## src/rtl/vp_key_queue_if.sv

```systemverilog
// vp_key_queue_if: consumer-side bus of the key queue (head entry, pop strobe, level, overflow)
interface vp_key_queue_if #(parameter int DEPTH = 8);
  logic                   rx_data_ready_o;
  logic [7:0]             rx_ascii_o;
  logic                   rx_released_o;
  logic                   rx_read_i;
  logic [$clog2(DEPTH):0] level_o;
  logic                   overflow_o;
  modport master (output rx_data_ready_o, rx_ascii_o, rx_released_o, level_o, overflow_o, input rx_read_i);
  modport slave (input rx_data_ready_o, rx_ascii_o, rx_released_o, level_o, overflow_o, output rx_read_i);
endinterface

```

## src/rtl/vp_key_queue.sv

```systemverilog
// vp_key_queue: merges PS/2 key events and numpad joystick edges into one ASCII FIFO; ports clk_sys, reset, ps2_key, joy_numpad, rx (queue bus)
module vp_key_queue #(
  parameter int DEPTH = 8
) (
  input  logic         clk_sys,
  input  logic         reset,
  input  logic [10:0]  ps2_key,
  input  logic [9:0]   joy_numpad,
  vp_key_queue_if.master rx
);
  localparam int PW = $clog2(DEPTH);
  localparam int LW = PW + 1;
  logic [8:0]    mem [DEPTH];
  logic [PW-1:0] rd_ptr_q, rd_ptr_d, wr_ptr_q, wr_ptr_d;
  logic [LW-1:0] level_q, level_d;
  logic          tog_q, primed_q, ps2_vld_q, ps2_vld_d, ovf_q, ovf_d, rdy_q, rdy_d;
  logic [8:0]    ps2_ent_q, ps2_ent_d, head_q, head_d, xl, joy_ent, push_ent;
  logic [9:0]    joy_q, joy_prev_q, pp_q, pp_d, pr_q, pr_d;
  logic [3:0]    sel;
  logic          full, pop, push, joy_push, unused;
  function automatic logic [8:0] xlate(input logic [7:0] sc);
    case (sc)
      8'h16: return {1'b1, 8'h31};  8'h1E: return {1'b1, 8'h32};  8'h26: return {1'b1, 8'h33};
      8'h25: return {1'b1, 8'h34};  8'h2E: return {1'b1, 8'h35};  8'h36: return {1'b1, 8'h36};
      8'h3D: return {1'b1, 8'h37};  8'h3E: return {1'b1, 8'h38};  8'h46: return {1'b1, 8'h39};
      8'h45: return {1'b1, 8'h30};
      8'h1C: return {1'b1, "a"};  8'h32: return {1'b1, "b"};  8'h21: return {1'b1, "c"};
      8'h23: return {1'b1, "d"};  8'h24: return {1'b1, "e"};  8'h2B: return {1'b1, "f"};
      8'h34: return {1'b1, "g"};  8'h33: return {1'b1, "h"};  8'h43: return {1'b1, "i"};
      8'h3B: return {1'b1, "j"};  8'h42: return {1'b1, "k"};  8'h4B: return {1'b1, "l"};
      8'h3A: return {1'b1, "m"};  8'h31: return {1'b1, "n"};  8'h44: return {1'b1, "o"};
      8'h4D: return {1'b1, "p"};  8'h15: return {1'b1, "q"};  8'h2D: return {1'b1, "r"};
      8'h1B: return {1'b1, "s"};  8'h2C: return {1'b1, "t"};  8'h3C: return {1'b1, "u"};
      8'h2A: return {1'b1, "v"};  8'h1D: return {1'b1, "w"};  8'h22: return {1'b1, "x"};
      8'h35: return {1'b1, "y"};  8'h1A: return {1'b1, "z"};
      8'h29: return {1'b1, " "};  8'h79: return {1'b1, "+"};  8'h7B: return {1'b1, "-"};
      8'h7C: return {1'b1, "*"};  8'h4A: return {1'b1, "/"};  8'h55: return {1'b1, "="};
      8'h1F: return {1'b1, 8'h11};  8'h27: return {1'b1, 8'h12};
      8'h5A: return {1'b1, 8'h0A};  8'h66: return {1'b1, 8'h08};
      default: return 9'h000;
    endcase
  endfunction
  assign unused = ps2_key[8];
  always_comb begin
    xl = xlate(ps2_key[7:0]);
    // events are staged one cycle so the push lands on the second edge after the toggle
    ps2_vld_d = primed_q && (ps2_key[10] != tog_q) && xl[8];
    ps2_ent_d = {~ps2_key[9], xl[7:0]};
    full = level_q == LW'(DEPTH);
    pop = rx.rx_read_i && rdy_q;
    sel = 4'd0;
    for (int i = 9; i >= 0; i--) if (pp_q[i] || pr_q[i]) sel = i[3:0];
    joy_ent = {~pp_q[sel], sel == 4'd9 ? 8'h30 : 8'h31 + {4'h0, sel}};
    joy_push = |(pp_q | pr_q) && !ps2_vld_q && !full;
    push = (ps2_vld_q && !full) || joy_push;
    push_ent = ps2_vld_q ? ps2_ent_q : joy_ent;
    pp_d = pp_q;
    pr_d = pr_q;
    if (joy_push && pp_q[sel]) pp_d[sel] = 1'b0;
    if (joy_push && !pp_q[sel]) pr_d[sel] = 1'b0;
    pp_d = pp_d | (joy_q & ~joy_prev_q);
    pr_d = pr_d | (~joy_q & joy_prev_q);
    ovf_d = ovf_q || (ps2_vld_q && full);
    wr_ptr_d = wr_ptr_q + PW'(push);
    rd_ptr_d = rd_ptr_q + PW'(pop);
    level_d = level_q + LW'(push) - LW'(pop);
    rdy_d = level_d != '0;
    // when the queue drains to nothing this cycle, the entry being written becomes the head
    head_d = level_d == '0 ? head_q : (push && level_q == LW'(pop)) ? push_ent : mem[rd_ptr_d];
  end
  always_ff @(posedge clk_sys or posedge reset) begin
    if (reset) begin
      rd_ptr_q <= '0;
      wr_ptr_q <= '0;
      level_q <= '0;
      tog_q <= 1'b0;
      primed_q <= 1'b0;
      ps2_vld_q <= 1'b0;
      ps2_ent_q <= '0;
      joy_q <= '0;
      joy_prev_q <= '0;
      pp_q <= '0;
      pr_q <= '0;
      ovf_q <= 1'b0;
      rdy_q <= 1'b0;
      head_q <= '0;
    end else begin
      rd_ptr_q <= rd_ptr_d;
      wr_ptr_q <= wr_ptr_d;
      level_q <= level_d;
      tog_q <= ps2_key[10];
      primed_q <= 1'b1;
      ps2_vld_q <= ps2_vld_d;
      ps2_ent_q <= ps2_ent_d;
      joy_q <= joy_numpad;
      // the priming edge loads both joystick stages so no edge is seen from reset values
      joy_prev_q <= primed_q ? joy_q : joy_numpad;
      pp_q <= pp_d;
      pr_q <= pr_d;
      ovf_q <= ovf_d;
      rdy_q <= rdy_d;
      head_q <= head_d;
    end
  end
  always_ff @(posedge clk_sys) if (push) mem[wr_ptr_q] <= push_ent;
  assign rx.rx_data_ready_o = rdy_q;
  assign rx.rx_ascii_o = head_q[7:0];
  assign rx.rx_released_o = head_q[8];
  assign rx.level_o = level_q;
  assign rx.overflow_o = ovf_q;
endmodule

```

## src/flat_wrapper.sv

```systemverilog
// flat-port wrapper written by rule: the top's interface ports become plain ports
module vp_key_queue_flat 
#(
  parameter int DEPTH = 8
)
  (clk_sys, reset, ps2_key, joy_numpad, rx_rx_data_ready_o, rx_rx_ascii_o, rx_rx_released_o, rx_level_o, rx_overflow_o, rx_rx_read_i);
  vp_key_queue_if #(.DEPTH(DEPTH)) rx_i ();
  input  logic clk_sys;
  input  logic reset;
  input  logic [10:0] ps2_key;
  input  logic [9:0] joy_numpad;
  output wire logic [$bits(rx_i.rx_data_ready_o)-1:0] rx_rx_data_ready_o;
  output wire logic [$bits(rx_i.rx_ascii_o)-1:0] rx_rx_ascii_o;
  output wire logic [$bits(rx_i.rx_released_o)-1:0] rx_rx_released_o;
  output wire logic [$bits(rx_i.level_o)-1:0] rx_level_o;
  output wire logic [$bits(rx_i.overflow_o)-1:0] rx_overflow_o;
  input wire logic [$bits(rx_i.rx_read_i)-1:0] rx_rx_read_i;
  assign rx_rx_data_ready_o = rx_i.rx_data_ready_o;
  assign rx_rx_ascii_o = rx_i.rx_ascii_o;
  assign rx_rx_released_o = rx_i.rx_released_o;
  assign rx_level_o = rx_i.level_o;
  assign rx_overflow_o = rx_i.overflow_o;
  assign rx_i.rx_read_i = rx_rx_read_i;
  vp_key_queue #(.DEPTH(DEPTH)) u_core (.clk_sys(clk_sys), .reset(reset), .ps2_key(ps2_key), .joy_numpad(joy_numpad), .rx(rx_i));
endmodule
```

## config.mk

```make
export PLATFORM = sky130hd
export DESIGN_NAME = vp_key_queue_flat
export DESIGN_NICKNAME = d
export VERILOG_FILES = /design/src/rtl/vp_key_queue_if.sv /design/src/rtl/vp_key_queue.sv /design/src/flat_wrapper.sv
export SDC_FILE = /design/constraint.sdc
export NUM_CORES = 1
export LEC_CHECK = 0
export BUFFER_PORTS_ARGS = -buffer_cell sky130_fd_sc_hd__buf_2
export CAP_MARGIN = 20
export CORE_ASPECT_RATIO = 0.7
export CORE_UTILIZATION = 55
export DETAILED_ROUTE_END_ITERATION = 10
export HOLD_SLACK_MARGIN = 0.06
export PLACE_DENSITY = 0.86
export SYNTH_ARGS = -nofsm -noshare
export SYNTH_HDL_FRONTEND = slang
export SYNTH_SLANG_ARGS = --single-unit
```

## constraint.sdc

```tcl
create_clock -name clk_sys -period 2.97 [get_ports clk_sys]
set_clock_uncertainty 0.1 [all_clocks]
set_input_delay 0.594 -clock clk_sys [delete_from_list [all_inputs] [get_ports clk_sys]]
set_output_delay 0.594 -clock clk_sys [all_outputs]
set_load 0.05 [all_outputs]
```

==> results.json, run 1 <==
{
  "yosys-top-cells-count": "71 x dfrtp_1, 64 x edfxtp_1, 47 x nor2_1",
  "crit_cells": 9,
  "fp.dieH_um": 94.5,
  "nFillCells": 756,
  "reg2regPathDepth": 9,
  "grt_pass1_vias": 5280,
  "min_path_type": "in -> async",
  "grt_usage_pct": 30.5,
  "io_pins": 39,
  "syn_nets": 601,
  "p_leak_nw": 3.25,
  "nets": 686,
  "period_share_pct": 106,
  "coreArea_um2": 11800,
  "peakVddDrop_uv": 965,
  "rsz0062_at_grt": "yes",
  "drt_first_pass_iters": 5,
  "busiest_layer": "met2",
  "violations": "negative setup slack",
  "worstPathMaxFanout": 4,
  "grt_first_pass_wirelength_um": 28700,
  "synth_top_cell_by_area": "edfxtp_1",
  "setup_violations": 6,
  "synthFlopType": "dfrtp_1",
  "synth_seq_area_share_pct": 55.0,
  "fp.dieArea_um2": 12700,
  "area_delta_synth_final_pct": 21.4,
  "utilization_pct": 69.2,
  "yosysMostFrequentCell": "dfrtp_1",
  "crit-reg2reg-launch": "u_core.pp_q[3]",
  "portBuffers": 36,
  "avgSynthCellArea_um2": 12.1,
  "path_clk_slew_ns": 0.07,
  "synth_cell_types": 76,
  "antenna_found_initial": 0,
  "cts_root_buf": "clkbuf_16",
  "cts_tree": "done",
  "max_slew_margin_pct": 41.5,
  "drive_above_1_share_pct": 31.1,
  "detail_route.drc_violations": 0,
  "power.density_nw_per_um2": 1040,
  "yosysWarnings": 0,
  "reg2reg_to": "u_core.head_q[3]",
  "avgViaCountPerCell": 6.55,
  "crit_start": "u_core.pp_q[3]",
  "ff2ff_setup_slack_ns": -0.17,
  "gr-total-overflow": 0,
  "maxSlewViolCount": 0,
  "slowest_stage": "or4_4",
  "cp_common_cell": "o21ai_0",
  "clock-sinks": 135,
  "gp_congestion": 0.993,
  "dpl-instance-area_um2": 7430,
  "status": "complete, but fails checks",
  "arrival_ns": 3.30,
  "insertion_delay_ns": 0.42,
  "dp_hpwl_um": 11100,
  "critPathMaxStageDelay_ns": 0.57,
  "numCtsBuffers": 17,
  "end_kind": "flip-flop",
  "cpLargestDelayFamily": "simple AND/OR/NAND/NOR gates",
  "hold_violations": 0,
  "maxCapViolCount": 0,
  "async_flop_share_pct": 52.6,
  "fin_crit_ns": 3.14,
  "crit_buf_inv": 1,
  "setup_ws_ns": -0.171,
  "drt_iter0_drc": 578,
  "netlist_area_um2": 6730,
  "worstPathRequired_ns": 3.12,
  "path_cells": "or4_4 > nor2_4 > a31oi_4 > ha_4 > fa_2 > nor4_4 > inv_1 > o21ai_0 > o21ai_0",
  "use_met2_pct": 49.6,
  "fin_area_um2": 8170,
  "final_antenna_net_count": 0,
  "fmax_mhz": 318,
  "ys_top_cells_by_area": "edfxtp_1 29%, dfrtp_1 26%, mux4_2 6.0%, ha_1 3.5%, o21ai_0 2.9%",
  "tightest_slew_ns": 0.868,
  "grt_util_met3_pct": 7.68,
  "row_count": 33,
  "finalSetupTns_ns": -0.763,
  "synth_top_area_share_pct": 28.6,
  "wire_per_inst_um": 23.0,
  "finalWirelength_um": 18600,
  "multi_input_area_um2": 2940,
  "grt_max_degree": 30,
  "crit_type": "reg -> reg",
  "cts_buffer_depth": 2,
  "ff_latch_area_um2": 3700,
  "fp.dieW_um": 134,
  "initial_core_util_pct": 57.0,
  "synth-seq-cells": 135,
  "grt_use_met1_pct": 37.7,
  "dr_total_vias": 5317,
  "synthCells": 557,
  "worstSetupStartpointType": "flip-flop",
  "p_total_mw": 8.48,
  "synth_edf_count": 64,
  "h-tree-depth": 4,
  "antennaDiodeCount": 0
}
==> placed cells by master (no fill, tap or decap), types with 4 or more instances in the layout <==
cell type	instances
nand3_1	6
inv_1	31
a21boi_0	4
a21oi_1	31
inv_8	5
buf_2	36
o21a_1	4
nand2_1	29
clkbuf_16	17
mux2i_1	13
nor2_1	46
a22o_1	5
o21ai_0	36
a211oi_1	4
buf_4	53
nand2b_1	8
o31ai_1	11
mux4_2	18
edfxtp_1	64
dfrtp_1	69
o22ai_1	4
ha_1	18
mux2_2	13
a31oi_1	4
nor3_1	11
==> worst register-to-register path: stages (launching register included) <==
cell	delay [ns]
dfrtp_1	0.38
or4_4	0.57
nor2_4	0.17
a31oi_4	0.13
ha_4	0.20
fa_2	0.50
nor4_4	0.44
inv_1	0.18
o21ai_0	0.14
o21ai_0	0.17
==> final cells by class <==
class	count	area share (%)
Clock buffer	17	5.21
Clock inverter	15	1.67
Inverter	32	1.47
Multi-Input combinational cell	363	36.0
Sequential cell	135	45.3
Tap cell	157	2.41
Timing Repair Buffer	93	7.95
==> sequential cells by signal (all words and copies together), names as in the netlist, 3 cells and up <==
signal / flops
u_core.mem: 64
u_core.joy_prev_q: 10
u_core.joy_q: 10
u_core.pp_q: 10
u_core.pr_q: 10
u_core.head_q: 8
u_core.ps2_ent_q: 8
u_core.rx.level_o: 4
u_core.rd_ptr_q: 3
u_core.wr_ptr_q: 3
==> kinds of logic (layout without fill, tap and decap cells) <==
kind of cell	Yosys count	after routing	synth area share [%]
other	2	2	0.112
xor gates and xnor gates	7	7	0.912
muxes	44	44	10.1
buffers and inverters	59	157	3.48
and+or+nand+nor	142	142	11.4
DFF	135	135	55.0
AOI/OAI and AO/OA	148	148	15.1
adders and majority gates	20	20	3.83
==> where the power goes <==
part	switching (mW)	internal, mW	leakage, nW	total [mW]
logic	2.28	1.48	1.63	3.76
clock network	0.888	1.10	0.270	1.99
registers	0.220	2.50	1.35	2.72
total	3.39	5.09	3.25	8.48
==> worst max-delay path by stage <==
stage / endpoint / slack (ns)
floorplan: u_core.head_q[8] / 0.01
global placement: u_core.head_q[1] / 0.03
detailed placement: u_core.head_q[1] / -0.14
CTS: u_core.head_q[2] / -0.08
global route: u_core.head_q[3] / -0.24
finish: u_core.head_q[3] / -0.17
==> through the flow <==
step | worst slack [ns] | cells | hold slack, ns
final | -0.171 | 812 | 0.0825
after global routing | -0.236 | 812 | 0.119
after CTS | -0.0764 | 808 | 0.0774
after detailed placement | -0.143 | 771 | 0.349
after global placement | 0.0296 | 771 | 0.331
after floorplan | 0.0147 | 557 | 0.324
==> layer usage <==
metal  up-vias  share of wire (%)
met3       105                9.4
li1       2256                  -
met4         0                5.1
met2       404                 48
met1      2552                 38
met5         -                  0
==> repair_timing <==
action	in CTS	in global routing
cloned	0	0
hold buffers	0	0
pin swaps	9	5
setup buffers	5	4
resized for setup	8	18
setup endpoints to repair	8	24
(Power assumes the default switching activity.)
==> inputs of run 2 (changes only) <==
--- a/config.mk
+++ b/config.mk
@@ -8,10 +8,10 @@
 export BUFFER_PORTS_ARGS = -buffer_cell sky130_fd_sc_hd__buf_2
 export CAP_MARGIN = 20
 export CORE_ASPECT_RATIO = 0.7
-export CORE_UTILIZATION = 55
+export CORE_UTILIZATION = 35
 export DETAILED_ROUTE_END_ITERATION = 10
 export HOLD_SLACK_MARGIN = 0.06
-export PLACE_DENSITY = 0.86
+export PLACE_DENSITY = 0.63
 export SYNTH_ARGS = -nofsm -noshare
 export SYNTH_HDL_FRONTEND = slang
 export SYNTH_SLANG_ARGS = --single-unit
==> results.json, run 2 (synthesis results as in run 1) <==
{
  "status": "complete, but fails checks",
  "violations": "negative setup slack",
  "netSwitchingFraction_pct": 35.2,
  "end_kind": "flip-flop",
  "p_leak_nw": 3.22,
  "worstSetupStartpointType": "flip-flop",
  "dp_slack_ns": -0.108,
  "dr_total_vias": 4868,
  "p_int_mw": 5.26,
  "largest_register_ffs": 64,
  "rsz0062_at_grt": "yes",
  "finalWirelength_um": 16200,
  "final_cell_mix": "69 x dfrtp_1, 64 x edfxtp_1, 52 x buf_4",
  "final_antenna_net_count": 0,
  "worstPathRequired_ns": 3.17,
  "utilization_pct": 43.7,
  "crit_type": "reg -> reg",
  "combPwrFrac_pct": 40.2,
  "h-tree-depth": 4,
  "wire_per_inst_um": 18.0,
  "setup_violations": 1,
  "fin_crit_ns": 2.97,
  "power_frac_seq_pct": 33.1,
  "min_path_type": "in -> reg",
  "portBuffers": 36,
  "grt_usage_pct": 17.2,
  "fmax_mhz": 337,
  "nFillCells": 1709,
  "peakVddDrop_uv": 402,
  "hold_violations": 0,
  "coreArea_um2": 18900,
  "cts_tree": "done",
  "antennaDiodeCount": 0,
  "grt_first_pass_wirelength_um": 26100,
  "maxCapViolCount": 0,
  "row_count": 42,
  "grt_pass1_vias": 4823,
  "worst_hold_slack_ns": 0.196,
  "clkPwrFrac_pct": 26.7,
  "cts_buffer_depth": 2,
  "grt_max_degree": 51,
  "arrival_ns": 3.17,
  "drive_above_1_share_pct": 28.7,
  "tightest_slew_ns": 0.884,
  "io_pins": 39,
  "maxSlewViolCount": 0,
  "holdBufCountCts": 0,
  "clock-sinks": 135,
  "gp_congestion": 0.927,
  "cts_root_buf": "clkbuf_16",
  "insertion_delay_ns": 0.42,
  "power.density_nw_per_um2": 984,
  "gr-total-overflow": 0,
  "antenna_found_initial": 0,
  "initial_core_util_pct": 35.6,
  "detail_route.drc_violations": 0,
  "dp_hpwl_um": 11300,
  "fp.dieArea_um2": 19800,
  "mostFrequentLayoutCell": "dfrtp_1",
  "worstPathMaxFanout": 4,
  "avgViaCountPerCell": 5.43,
  "top_register": "u_core.mem",
  "numCtsBuffers": 17,
  "max_slew_margin_pct": 41.0,
  "switchingPower_mw": 2.85,
  "path_clk_slew_ns": 0.06,
  "setup_ws_ns": -0.000211,
  "finalSetupTns_ns": -0.000211,
  "drt_first_pass_iters": 5,
  "fp.dieW_um": 168,
  "nets": 685,
  "drt_iter0_drc": 479,
  "area_delta_synth_final_pct": 22.5,
  "fp.dieH_um": 118,
  "period_share_pct": 100
}
run 2: layout make-up:
type	instances	area, um^2	share of cell area (%)
clock inverters	12	180	2.19
repair buffers	92	633	7.68
flip-flops and latches	135	3700	44.9
inverters	32	121	1.47
multi-input cells	363	2870	34.8
clock buffers	20	437	5.30
well taps	242	303	3.67
run 2: worst max-delay path, cell delays in order, from the launching register on:
cell and delay, ns:
dfrtp_1 0.37, or4_4 0.57, nor2_4 0.17, a31oi_4 0.12
ha_4 0.19, a21o_1 0.15, a21oi_1 0.17, xor2_1 0.31
nor4_4 0.10, buf_6 0.15, buf_6 0.11, buf_4 0.13
a22o_1 0.21
run 2: final timing paths:
kind | startpoint | end | slack [ns] | cells past startpoint
hold reg to reg | u_core.joy_prev_q[5] | u_core.pp_q[5] | 0.34 | 1
max in group asynchronous | reset | u_core.pr_q[5] | 1.82 | 3
setup reg to reg | u_core.pr_q[2] | u_core.head_q[1] | -0.0002 | 12
min in group asynchronous | reset | u_core.head_q[6] | 0.26 | 2
hold / removal | joy_numpad[4] | u_core.joy_q[4] | 0.20 | 1
setup / recovery | u_core.pr_q[2] | u_core.head_q[1] | -0.0002 | 12
run 2: what timing repair did:
item | in CTS | in global routing
setup buffers | 3 | 4
pin swaps | 3 | 7
resized for setup | 2 | 8
endpoints found under the setup margin | 2 | 6
hold endpoints to repair | 0 | 0
run 2: metrics by stage:
step	total power [mW]	instances	instance area (um^2)
after floorplan	4.83	557	6770
after global placement	5.70	857	7530
after detailed placement	5.82	857	7530
after CTS	8.06	892	8170
after global routing	8.55	896	8240
final	8.11	896	8240
run 2: power by group through the flow:
| stage | logic [mW] | registers (mW) | clock network [mW] |
|---|---|---|---|
| after global placement | 3.02 | 2.69 | 0 |
| final | 3.26 | 2.68 | 2.17 |
| after floorplan | 1.82 | 3.01 | 0 |
| after CTS | 3.16 | 2.69 | 2.21 |
| after detailed placement | 3.11 | 2.72 | 0 |
| after global routing | 3.53 | 2.72 | 2.29 |
run 2: routing by layer:
layer | GRT usage, % | share of wire, %
met1 | 24.8 | 48
met3 | 3.43 | 6.1
met5 | 0 | 0
met4 | 4.99 | 0.84
met2 | 26.1 | 45
==> inputs of run 3 (changes only) <==
--- a/config.mk
+++ b/config.mk
@@ -11,6 +11,7 @@
 export CORE_UTILIZATION = 35
 export DETAILED_ROUTE_END_ITERATION = 10
 export HOLD_SLACK_MARGIN = 0.06
+export MAX_ROUTING_LAYER = met4
 export PLACE_DENSITY = 0.63
 export SYNTH_ARGS = -nofsm -noshare
 export SYNTH_HDL_FRONTEND = slang
==> results.json, run 3 (synthesis results as in run 1) <==
{
  "largest_register_ffs": 64,
  "area_delta_synth_final_pct": 21.0,
  "worstPathMaxFanout": 5,
  "rsz0062_at_grt": "yes",
  "power_frac_seq_pct": 34.1,
  "drt_first_pass_iters": 5,
  "finalWirelength_um": 16200,
  "crit-reg2reg-launch": "u_core.pr_q[0]",
  "mostFrequentLayoutCell": "dfrtp_1",
  "worstHoldStart": "joy_numpad[1]",
  "cts_tree": "done",
  "worstSetupStartpointType": "flip-flop",
  "gp_congestion": 0.934,
  "fp.dieH_um": 118,
  "holdPathEnd": "u_core.joy_q[1]",
  "clkPwrFrac_pct": 25.5,
  "holdBufCountCts": 0,
  "grt_usage_pct": 17.6,
  "initial_core_util_pct": 35.6,
  "fmax_mhz": 345,
  "use_met2_pct": 26.0,
  "gr-total-overflow": 0,
  "hold_violations": 0,
  "maxCapViolCount": 0,
  "grt_pass1_vias": 4796,
  "peakVddDrop_uv": 397,
  "antennaDiodeCount": 0,
  "path_clk_slew_ns": 0.06,
  "wire_per_inst_um": 18.2,
  "fp.dieW_um": 168,
  "tightest_slew_ns": 0.930,
  "detail_route.drc_violations": 0,
  "clock-sinks": 135,
  "drive_above_1_share_pct": 28.2,
  "grt_max_degree": 52,
  "status": "finished clean",
  "fp.dieArea_um2": 19800,
  "reg2reg_to": "u_core.head_q[2]",
  "switchingPower_mw": 2.88,
  "top_register": "u_core.mem",
  "min_path_cells": 1,
  "dr_total_vias": 4856,
  "avgViaCountPerCell": 5.44,
  "period_share_pct": 97.5,
  "final_cell_mix": "69 x dfrtp_1, 64 x edfxtp_1, 49 x buf_4",
  "fin_crit_ns": 2.90,
  "grt_util_met3_pct": 4.24,
  "numCtsBuffers": 17,
  "final_antenna_net_count": 0,
  "netSwitchingFraction_pct": 36.7,
  "max_slew_margin_pct": 38.0,
  "power.density_nw_per_um2": 963,
  "nFillCells": 1689,
  "combPwrFrac_pct": 40.3,
  "dpl-instance-area_um2": 7540,
  "fin_area_um2": 8140,
  "drt_iter0_drc": 400,
  "crit_type": "reg -> reg",
  "ff2ff_setup_slack_ns": 0.07,
  "grt_first_pass_wirelength_um": 25900,
  "grt_use_met1_pct": 24.1,
  "min_path_type": "in -> reg",
  "ff_latch_area_um2": 3700,
  "p_leak_nw": 3.18,
  "end_kind": "flip-flop",
  "cts_buffer_depth": 2,
  "arrival_ns": 3.08,
  "reg2regPathDepth": 10,
  "portBuffers": 36,
  "insertion_delay_ns": 0.42,
  "h-tree-depth": 4,
  "multi_input_area_um2": 2840,
  "crit_start": "u_core.pr_q[0]",
  "setup_violations": 0,
  "nets": 681,
  "coreArea_um2": 18900,
  "p_int_mw": 4.96,
  "antenna_found_initial": 0,
  "maxSlewViolCount": 0,
  "dp_hpwl_um": 11300,
  "io_pins": 39,
  "busiest_layer": "met2",
  "worstPathRequired_ns": 3.15,
  "cts_root_buf": "clkbuf_16",
  "row_count": 42,
  "utilization_pct": 43.1
}
run 3: cell count changes in the layout (fill, tap and decap cells not counted), moves of 2 or more:
cell       before  now
inv_8           0    2
inv_6           0    3
clkbuf_1        3    0
buf_4          52   49
bufinv_16       4    1
run 3: cell type report:
| type | instances | area share (%) |
|---|---|---|
| Inverter | 32 | 1.49 |
| Tap cell | 242 | 3.72 |
| Timing Repair Buffer | 88 | 7.37 |
| Sequential cell | 135 | 45.5 |
| Clock buffer | 17 | 5.23 |
| Clock inverter | 15 | 1.80 |
| Multi-Input combinational cell | 363 | 34.9 |
run 3: power groups by stage:
stage | Clock [mW] | Sequential (mW) | Combinational, mW
final | 2.00 | 2.68 | 3.16
after global routing | 2.12 | 2.72 | 3.43
after CTS | 2.04 | 2.68 | 3.15
after detailed placement | 0 | 2.72 | 3.10
after global placement | 0 | 2.69 | 3.01
after floorplan | 0 | 3.01 | 1.82
run 3: metal layers:
metal	routed length (um)	up-vias	share of wire (%)
li1	-	2240	-
met2	7380	166	46
met5	0	-	0
met4	146	0	0.90
met1	7620	2438	47
met3	1060	12	6.5
run 3: per-stage QoR:
stage                     total power, mW  setup slack, ns  cells  hold WS (ns)  TNS [ns]
after floorplan                      4.83           0.0147    557         0.324         0
after global routing                 8.26          -0.0791    892         0.178    -0.116
after global placement               5.69         -0.00426    858         0.341  -0.00426
after detailed placement             5.81          -0.0609    858         0.337   -0.0661
final                                7.84           0.0745    892         0.195         0
after CTS                            7.87           0.0465    892         0.181         0
run 3: how the worst max path moves through the flow:
stage,end,slack (ns),cells past startpoint
final,u_core.head_q[2],0.07,10
after global routing,u_core.head_q[2],-0.08,10
after CTS,u_core.head_q[2],0.05,10
after detailed placement,u_core.head_q[2],-0.06,10
after global placement,u_core.head_q[2],-0.004,10
after floorplan,u_core.head_q[8],0.01,9
run 3: what timing repair did:
action	in CTS	in global routing
pin swaps	3	2
gates cloned	0	0
resized for setup	2	2
setup buffers	2	0
setup endpoints to repair	2	11
run 3: critical path: stages, from the launching register on:
cell     delay (ns)
dfrtp_1        0.38
or4_4          0.56
nor2_4         0.17
a31oi_4        0.10
ha_2           0.21
fa_2           0.45
nor4_4         0.34
buf_6          0.17
nor3_1         0.05
a21oi_1        0.13
o41ai_1        0.09
